`config.mk`:
```
export PLATFORM = sky130hd
export DESIGN_NAME = pipe_stage_buf
export DESIGN_NICKNAME = d
export VERILOG_FILES = /design/src/rtl/pipe_stage_buf.sv
export SDC_FILE = /design/constraint.sdc
export NUM_CORES = 1
export LEC_CHECK = 0
export ABC_AREA = 1
export CAP_MARGIN = 20
export CORE_MARGIN = 3
export CORE_UTILIZATION = 48
export CTS_CLUSTER_SIZE = 30
export DETAILED_ROUTE_END_ITERATION = 8
export PLACE_DENSITY = 0.79
export SLEW_MARGIN = 20
export SYNTH_ARGS = -nofsm -noshare
export SYNTH_HDL_FRONTEND = slang
export SYNTH_SLANG_ARGS = --single-unit
```
`constraint.sdc`:
```
create_clock -name CLK -period 3 [get_ports CLK]
set_input_delay 0.6 -clock CLK [delete_from_list [all_inputs] [get_ports CLK]]
set_output_delay 0.6 -clock CLK [all_outputs]
set_load 0.02 [all_outputs]
```
`src/rtl/pipe_stage_buf.sv`:
```
// Parametrised pipeline stage register: DEPTH-entry in-order buffer with valid/ready,
// stall (en) and flush. Optional stall counter enabled by defining PIPE_STAGE_PERF_EN.
module pipe_stage_buf #(
  parameter int unsigned WIDTH = 32,
  parameter int unsigned DEPTH = 2,
  parameter int unsigned CNTW  = 16
) (
  input  logic                       CLK,
  input  logic                       nRST,
  input  logic                       en,
  input  logic                       flush,
  input  logic                       in_valid,
  input  logic [WIDTH-1:0]           in_data,
  output logic                       in_ready,
  output logic                       out_valid,
  output logic [WIDTH-1:0]           out_data,
  input  logic                       out_ready,
  output logic [$clog2(DEPTH+1)-1:0] count
`ifdef PIPE_STAGE_PERF_EN
  ,
  output logic [CNTW-1:0]            stall_cnt
`endif
);

  localparam int unsigned PW = (DEPTH > 1) ? $clog2(DEPTH) : 1;
  localparam int unsigned CW = $clog2(DEPTH + 1);
  localparam logic [CW-1:0] FULL_CNT = CW'(DEPTH);

  if (DEPTH == 0 || (DEPTH & (DEPTH - 1)) != 0 || CNTW == 0) begin : g_bad_param
    $error("pipe_stage_buf: DEPTH must be a power of two >= 1 and CNTW >= 1");
  end

  typedef enum logic [1:0] {
    OCC_EMPTY,
    OCC_PARTIAL,
    OCC_FULL
  } occ_e;

  logic [WIDTH-1:0] mem [DEPTH];
  logic [PW-1:0]    rd_ptr;
  logic [PW-1:0]    wr_ptr;
  occ_e             occ;
  logic             push;
  logic             pop;

  function automatic logic [PW-1:0] ptr_inc(input logic [PW-1:0] p);
    // A single-entry buffer keeps both pointers pinned at slot 0.
    return (DEPTH == 1) ? '0 : p + PW'(1);
  endfunction

  always_comb begin
    occ = OCC_PARTIAL;
    if (count == '0)
      occ = OCC_EMPTY;
    else if (count == FULL_CNT)
      occ = OCC_FULL;
  end

  // Ready depends only on registered occupancy; reset blocks acceptance outright.
  always_comb begin
    in_ready  = en & nRST & (occ != OCC_FULL);
    out_valid = (occ != OCC_EMPTY);
    out_data  = out_valid ? mem[rd_ptr] : '0;
    push      = en & in_valid & in_ready & ~flush;
    pop       = en & out_valid & out_ready & ~flush;
  end

  always_ff @(posedge CLK) begin
    if (!nRST) begin
      rd_ptr <= '0;
      wr_ptr <= '0;
      count  <= '0;
    end else if (flush) begin
      rd_ptr <= '0;
      wr_ptr <= '0;
      count  <= '0;
    end else begin
      if (push)
        wr_ptr <= ptr_inc(wr_ptr);
      if (pop)
        rd_ptr <= ptr_inc(rd_ptr);
      unique case ({push, pop})
        2'b10:   count <= count + CW'(1);
        2'b01:   count <= count - CW'(1);
        default: count <= count;
      endcase
    end
  end

  // Storage is deliberately left uncleared by reset.
  always_ff @(posedge CLK) begin
    if (push)
      mem[wr_ptr] <= in_data;
  end

`ifdef PIPE_STAGE_PERF_EN
  always_ff @(posedge CLK) begin
    if (!nRST)
      stall_cnt <= '0;
    else if (en && in_valid && !in_ready && !(&stall_cnt))
      stall_cnt <= stall_cnt + CNTW'(1);
  end
`endif

endmodule

```
==> results of run 1 <==
worst reg2reg max path, delay by kind of cell (launching register included):
family | cells | cell delay [ns]
buffers and inverters | 2 | 0.48
AND/OR/NAND/NOR | 3 | 0.34
flip-flops | 1 | 0.40
stage by stage:
stage / total power, mW / cell area [um^2] / utilization, % / setup WS, ns / std cells
finish: 1.78 / 3760 / 67.5 / 0.226 / 372
global route: 1.86 / 3760 / 67.5 / 0.0977 / 372
floorplan: 1.11 / 2810 / - / 0.362 / 216
global placement: 1.18 / 3600 / 64.6 / 0.515 / 356
detailed placement: 1.18 / 3600 / 64.6 / 0.485 / 356
CTS: 1.80 / 3760 / 67.5 / 0.187 / 372
sequential cells by signal (all words and copies together), names as in the netlist, named ones only:
register and cells:
rd_ptr 1, wr_ptr 1, count 2, mem 64
final cells by class:
type / count / share of cell area [%]
repair buffers: 78 / 20.4
multi-input cells: 124 / 17.8
inverters: 13 / 1.30
clock buffers: 14 / 4.06
clock inverters: 2 / 0.266
well taps: 72 / 2.40
flip-flops and latches: 69 / 53.8
worst max path at each step:
stage	start	end	slack, ns
after CTS	count[0]	out_data[0]	0.19
final	count[0]	out_data[0]	0.23
after detailed placement	en	in_ready	0.49
after floorplan	in_valid	mem[0][0]	0.36
after global placement	en	in_ready	0.51
after global routing	count[0]	out_data[0]	0.1
synth_stat cells, drive strengths merged:
library cell,count
buf,10
nor2,9
inv,13
a31oi,1
a21oi,33
nand2,74
nand3,2
dfxtp,5
nor3,1
edfxtp,64
xor2,1
ha,1
nand4,2
kinds of logic after synthesis:
| kind of cell | after synthesis | share of synthesized area [%] |
|---|---|---|
| AND/OR/NAND/NOR | 88 | 12.7 |
| flip-flops | 69 | 71.9 |
| AO/OA/AOI/OAI | 34 | 10.1 |
| buffers and inverters | 23 | 4.54 |
| XOR/XNOR | 1 | 0.312 |
| adder cells (fa/ha/maj) | 1 | 0.445 |
metal layers:
| layer | part of all wire, % | global-route usage, % | routed length (um) |
|---|---|---|---|
| met3 | 4.5 | 3.58 | 234 |
| met1 | 37 | 17.9 | 1910 |
| met2 | 56 | 32.1 | 2890 |
| met5 | 0 | 0 | 0 |
| met4 | 2.4 | 10.8 | 125 |
report_power, final:
part	total [mW]	switching (mW)	internal, mW	leakage, nW
clock network	0.626	0.305	0.321	0.0844
registers	1.06	0.00243	1.06	0.618
logic	0.0955	0.0388	0.0567	0.589
==> out/metrics.csv, run 1 <==
stage,metric,value,unit
outcome,status,completed,
critical_path,critical_path_buf_inv_count,3,
critical_path,crit_chain,inv_2 > nand2_4 > inv_2 > a21oi_1 > clkdlybuf4s50_1,
min_path,min_path_type,register to register,
cts,cts_sinks,69,
critical_path,worstPathRequired,2.40,ns
critical_path,crit_path_frequent_cell,inv_2,
sta,hold_slack,0.547,ns
global_routing,grt_max_degree,33,
cts,h-tree-depth,3,
finish,seqCellArea,0.00202,mm^2
placed_design,hpwlAfterDp,3440,um
finish,diodes,0,
finish,layout_common_cells,"73 x nand2_1, 73 x clkdlybuf4s50_1, 64 x edfxtp_1",
min_path,min_to,rd_ptr,
sta,slew_headroom,41.4,%
finish,fin_nets,334,
sta,finalSetupViolations,0,
synth,yosysTopAreaCell,edfxtp_1,
global_routing,grt_use_total,17.4,%
job,drv_cap,0,
placed_design,portBuffers,73,
global_routing,antenna_found_initial,0,
critical_path,crit_path_max_incr_delay,0.63,ns
synth,synth_nets,255,
synth,synth_area_leaders,"edfxtp_1 68%, nand2_1 9.7%, a21oi_2 9.3%",
cts,numCtsBuffers,9,
route,wire_per_inst,13.9,um
die,die_h,82.5,um
synth,yosysTopAreaCellShare,68.4,%
synth,yosysSeqAreaShare,71.9,%
synth,synthCells,216,
critical_path,r2r_slack,1.42,ns
critical_path,crit_family,buffers and inverters,
die,pin_count,74,
global_routing,grt_overflow,0,
synth,synth_area,0.00281,mm^2
finish,nFillCells,418,
sta,fmax,0.361,GHz
critical_path,reg2reg_from,count[0],
route,first_iter_violations,112,
die,coreArea,0.00557,mm^2
critical_path,endpoint_kind,output port,
critical_path,worstPathMaxFanout,32,
min_path,holdPathStages,3,
synth,ys_ff_latch,69,
finish,syn_to_final_growth,33.8,%
cts,cts_tree,built,
sta,skew,0.00787,ns
cts,root_buffer,clkbuf_8,
finish,multi_input_area,669,um^2
global_routing,grt_pass1_wl,8490,um
route,antenna_left,0,
sta,tightest_slew,0.877,ns
power_and_ir_drop,powerDensity,474,mW/mm^2
critical_path,startpoint_type,register,
cts,clk_pin_slew_worst_paths,0.06,ns
cts,cts_hold_buf,0,
die,initial_core_util,50.4,%
critical_path,worst_path_max_delay_cell,inv_2,
sta,slew_violations,0,
sta,fin_crit_sh,92.5,%
cts,cts_resized,0,
synth,yosys_warnings,0,
min_path,hold_start,rd_ptr,
sta,grt_setup_unrepaired,false,
route,dr.pass1.iters,4,
cts,postCtsSetupBuffers,0,
critical_path,rr_endpoint,mem[0][15],
sta,fin_crit,2.77,ns
die,die_area,0.00681,mm^2
critical_path,worstPathArrival,2.17,ns
route,drt_wl_total,5160,um
finish,layout-drive-gt1-share,18.3,%
die,die_w,82.5,um
die,rows,27,
critical_path,cp.depth,5,
route,num_vias,1840,
global_routing,grt_pass1_vias,1901,
critical_path,rr_worst_depth,5,
cts,clk_latency,0.33,ns
power_and_ir_drop,peakVddDrop,0.379,mV
cts,clockBufferDepth,2,
route,drc,0,
critical_path,crit_type,register to output port,
sta,fin_setup_tns,0,ns
synth,syn_avg_cell_area,13.0,um^2
sta,report.final.hold_viol_count,0,
synth,synth_cell_type_count,18,
power_and_ir_drop,leakagePower,1.29,nW
route,viasPerCell,4.95,
placed_design,gp_congestion,0.766,
Power figures use the tool's default switching activity.
==> run 2: changes to the inputs <==
- SLEW_MARGIN: 20 -> unset
==> results of run 2 <==
The final DEF is identical to that of run 1; final timing and power are the same.
==> run 3: changes to the inputs <==
- CELL_PAD_IN_SITES_DETAIL_PLACEMENT: unset -> 1
- CELL_PAD_IN_SITES_GLOBAL_PLACEMENT: unset -> 2
- CORE_UTILIZATION: 48 -> 32
- PLACE_DENSITY: 0.79 -> unset
- PLACE_DENSITY_LB_ADDON: unset -> 0.1
==> run 3 against run 2 <==
  * Clock skew is essentially flat
  * Critical path depth is the same
  * Sequential cell count is the same
  * Via count grew 0.43%
  * Setup slack lost 0.033 ns
  * Largest power group unchanged
  * Final area grew 0.67%
  * Critical path type unchanged
  * Clock power shrank 3%
==> out/metrics.csv, run 3 (same netlist as run 1, synthesis figures left out) <==
stage,metric,value,unit
outcome,status,completed,
cts,numCtsBuffers,9,
critical_path,crit_path_max_incr_delay,0.65,ns
sta,fmax,0.356,GHz
die,rows,33,
sta,finalSetupViolations,0,
critical_path,crit_path_start,count[0],
route,num_vias,1848,
sta,hold_slack,0.536,ns
cts,postCtsSetupBuffers,0,
critical_path,reg2reg_from,count[0],
cts,root_buffer,clkbuf_8,
route,viasPerCell,4.60,
power_and_ir_drop,leakagePower,1.28,nW
cts,h-tree-depth,3,
sta,fin_setup_tns,0,ns
cts,cts_resized,0,
sta,skew,0.00743,ns
cts,cts_sinks,69,
power_and_ir_drop,pwr-share-comb,5.5,%
global_routing,grt_pass1_vias,1887,
die,pin_count,74,
critical_path,endpoint_kind,output port,
die,coreArea,0.00838,mm^2
power_and_ir_drop,p_int,1.40,mW
global_routing,grt_use_total,12.6,%
route,wire_per_inst,15.0,um
critical_path,startpoint_type,register,
placed_design,hpwlAfterDp,3940,um
finish,fin_nets,333,
die,die_w,99.7,um
global_routing,grt_pass1_wl,9390,um
sta,tightest_slew,0.918,ns
critical_path,rr_endpoint,mem[0][19],
cts,cts_tree,built,
critical_path,worstPathRequired,2.40,ns
critical_path,crit_type,register to output port,
job,drv_cap,0,
critical_path,worstPathMaxFanout,32,
critical_path,r2r_slack,1.41,ns
finish,reg.largest.list,"mem x64, count x2",
critical_path,worstPathArrival,2.21,ns
route,first_iter_violations,46,
sta,grt_setup_unrepaired,false,
cts,clk_pin_slew_worst_paths,0.07,ns
finish,top_register,mem,
power_and_ir_drop,power_frac_seq,60.1,%
route,dr.pass1.iters,4,
sta,report.final.hold_viol_count,0,
global_routing,grt_overflow,0,
route,antenna_left,0,
critical_path,endpoint,out_data[0],
sta,fin_crit_sh,93.6,%
critical_path,worst_path_max_delay_cell,inv_2,
finish,nFillCells,919,
power_and_ir_drop,peakVddDrop,0.211,mV
critical_path,crit_chain,inv_2 > nand2_4 > inv_2 > a21oi_1 > clkdlybuf4s50_1,
power_and_ir_drop,powerDensity,467,mW/mm^2
finish,largest_reg_flops,64,
power_and_ir_drop,power.share.switching,20.7,%
cts,clockBufferDepth,2,
sta,slew_violations,0,
critical_path,crit_path_frequent_cell,inv_2,
critical_path,rr_worst_depth,5,
placed_design,gp_congestion,0.721,
die,die_area,0.00995,mm^2
power_and_ir_drop,switching_power,0.366,mW
placed_design,portBuffers,73,
global_routing,grt_max_degree,33,
cts,clk_latency,0.33,ns
route,drc,0,
die,die_h,99.7,um
finish,syn_to_final_growth,34.7,%
sta,fin_crit,2.81,ns
finish,layout-drive-gt1-share,18.9,%
power_and_ir_drop,pwr-share-clk,34.5,%
sta,slew_headroom,38.7,%
min_path,min_path_type,register to register,
cts,cts_hold_buf,0,
route,drt_wl_total,6040,um
finish,layout_common_cells,"73 x nand2_1, 73 x clkdlybuf4s50_1, 64 x edfxtp_1",
die,initial_core_util,33.5,%
finish,diodes,0,
global_routing,antenna_found_initial,0,
[run 3: changes by cell type in the layout (fill, tap and decap cells not counted)]
cell        previous run  this run
buf_4                  5         4
clkbuf_8              10         9
clkinv_2               2         3
clkbuf_1               4         0
clkinvlp_4             0         2
[run 3: worst min-delay path by stage]
stage                     startpoint       end  depth (start not counted)
after floorplan               rd_ptr  register                          3
after global placement        rd_ptr    rd_ptr                          3
after detailed placement      rd_ptr  register                          3
after CTS                     rd_ptr  register                          3
after global routing          rd_ptr    rd_ptr                          3
final                         rd_ptr  register                          3
[run 3: power by group through the flow]
stage / Combinational [mW] / Sequential [mW] / Clock [mW]
after floorplan: 0.0272 / 1.08 / 0
after global placement: 0.0975 / 1.08 / 0
after detailed placement: 0.0988 / 1.08 / 0
after CTS: 0.0993 / 1.06 / 0.634
after global routing: 0.105 / 1.06 / 0.672
final: 0.0969 / 1.06 / 0.609
[run 3: through the flow]
step / utilization (%) / cells / worst slack (ns) / area, um^2 / power, mW
6_report: 45.2 / 402 / 0.193 / 3790 / 1.77
3_5_place_dp: 43.3 / 388 / 0.478 / 3630 / 1.18
5_1_grt: 45.2 / 402 / 0.0517 / 3790 / 1.84
4_1_cts: 45.2 / 402 / 0.131 / 3790 / 1.80
3_3_place_gp: 43.3 / 388 / 0.462 / 3630 / 1.18
2_1_floorplan: - / 216 / 0.362 / 2810 / 1.11
[run 3: final cells by class]
cell class              count  area, um^2  share of cell area, %
flip-flops and latches     69        2020                   53.4
repair buffers             77         761                   20.1
multi-input cells         124         669                   17.7
well taps                 105         131                   3.47
clock buffers               9         124                   3.27
inverters                  13        48.8                   1.29
clock inverters             5        30.0                  0.793
[run 3: critical path: cells and delay by family, from the launching register on]
kind	cells	cell delay (ns)
buffers and inverters	3	1.33
DFF	1	0.35
AOI/OAI and AO/OA	1	0.09
and+or+nand+nor	1	0.07
[run 3: routing by layer]
layer / global-route usage (%) / routed length (um) / up-vias
met2: 21.8 / 3090 / 45
met1: 14.6 / 2650 / 902
met3: 2.88 / 239 / 6
li1: - / - / 895
met5: 0 / 0 / -
met4: 5.99 / 65 / 0
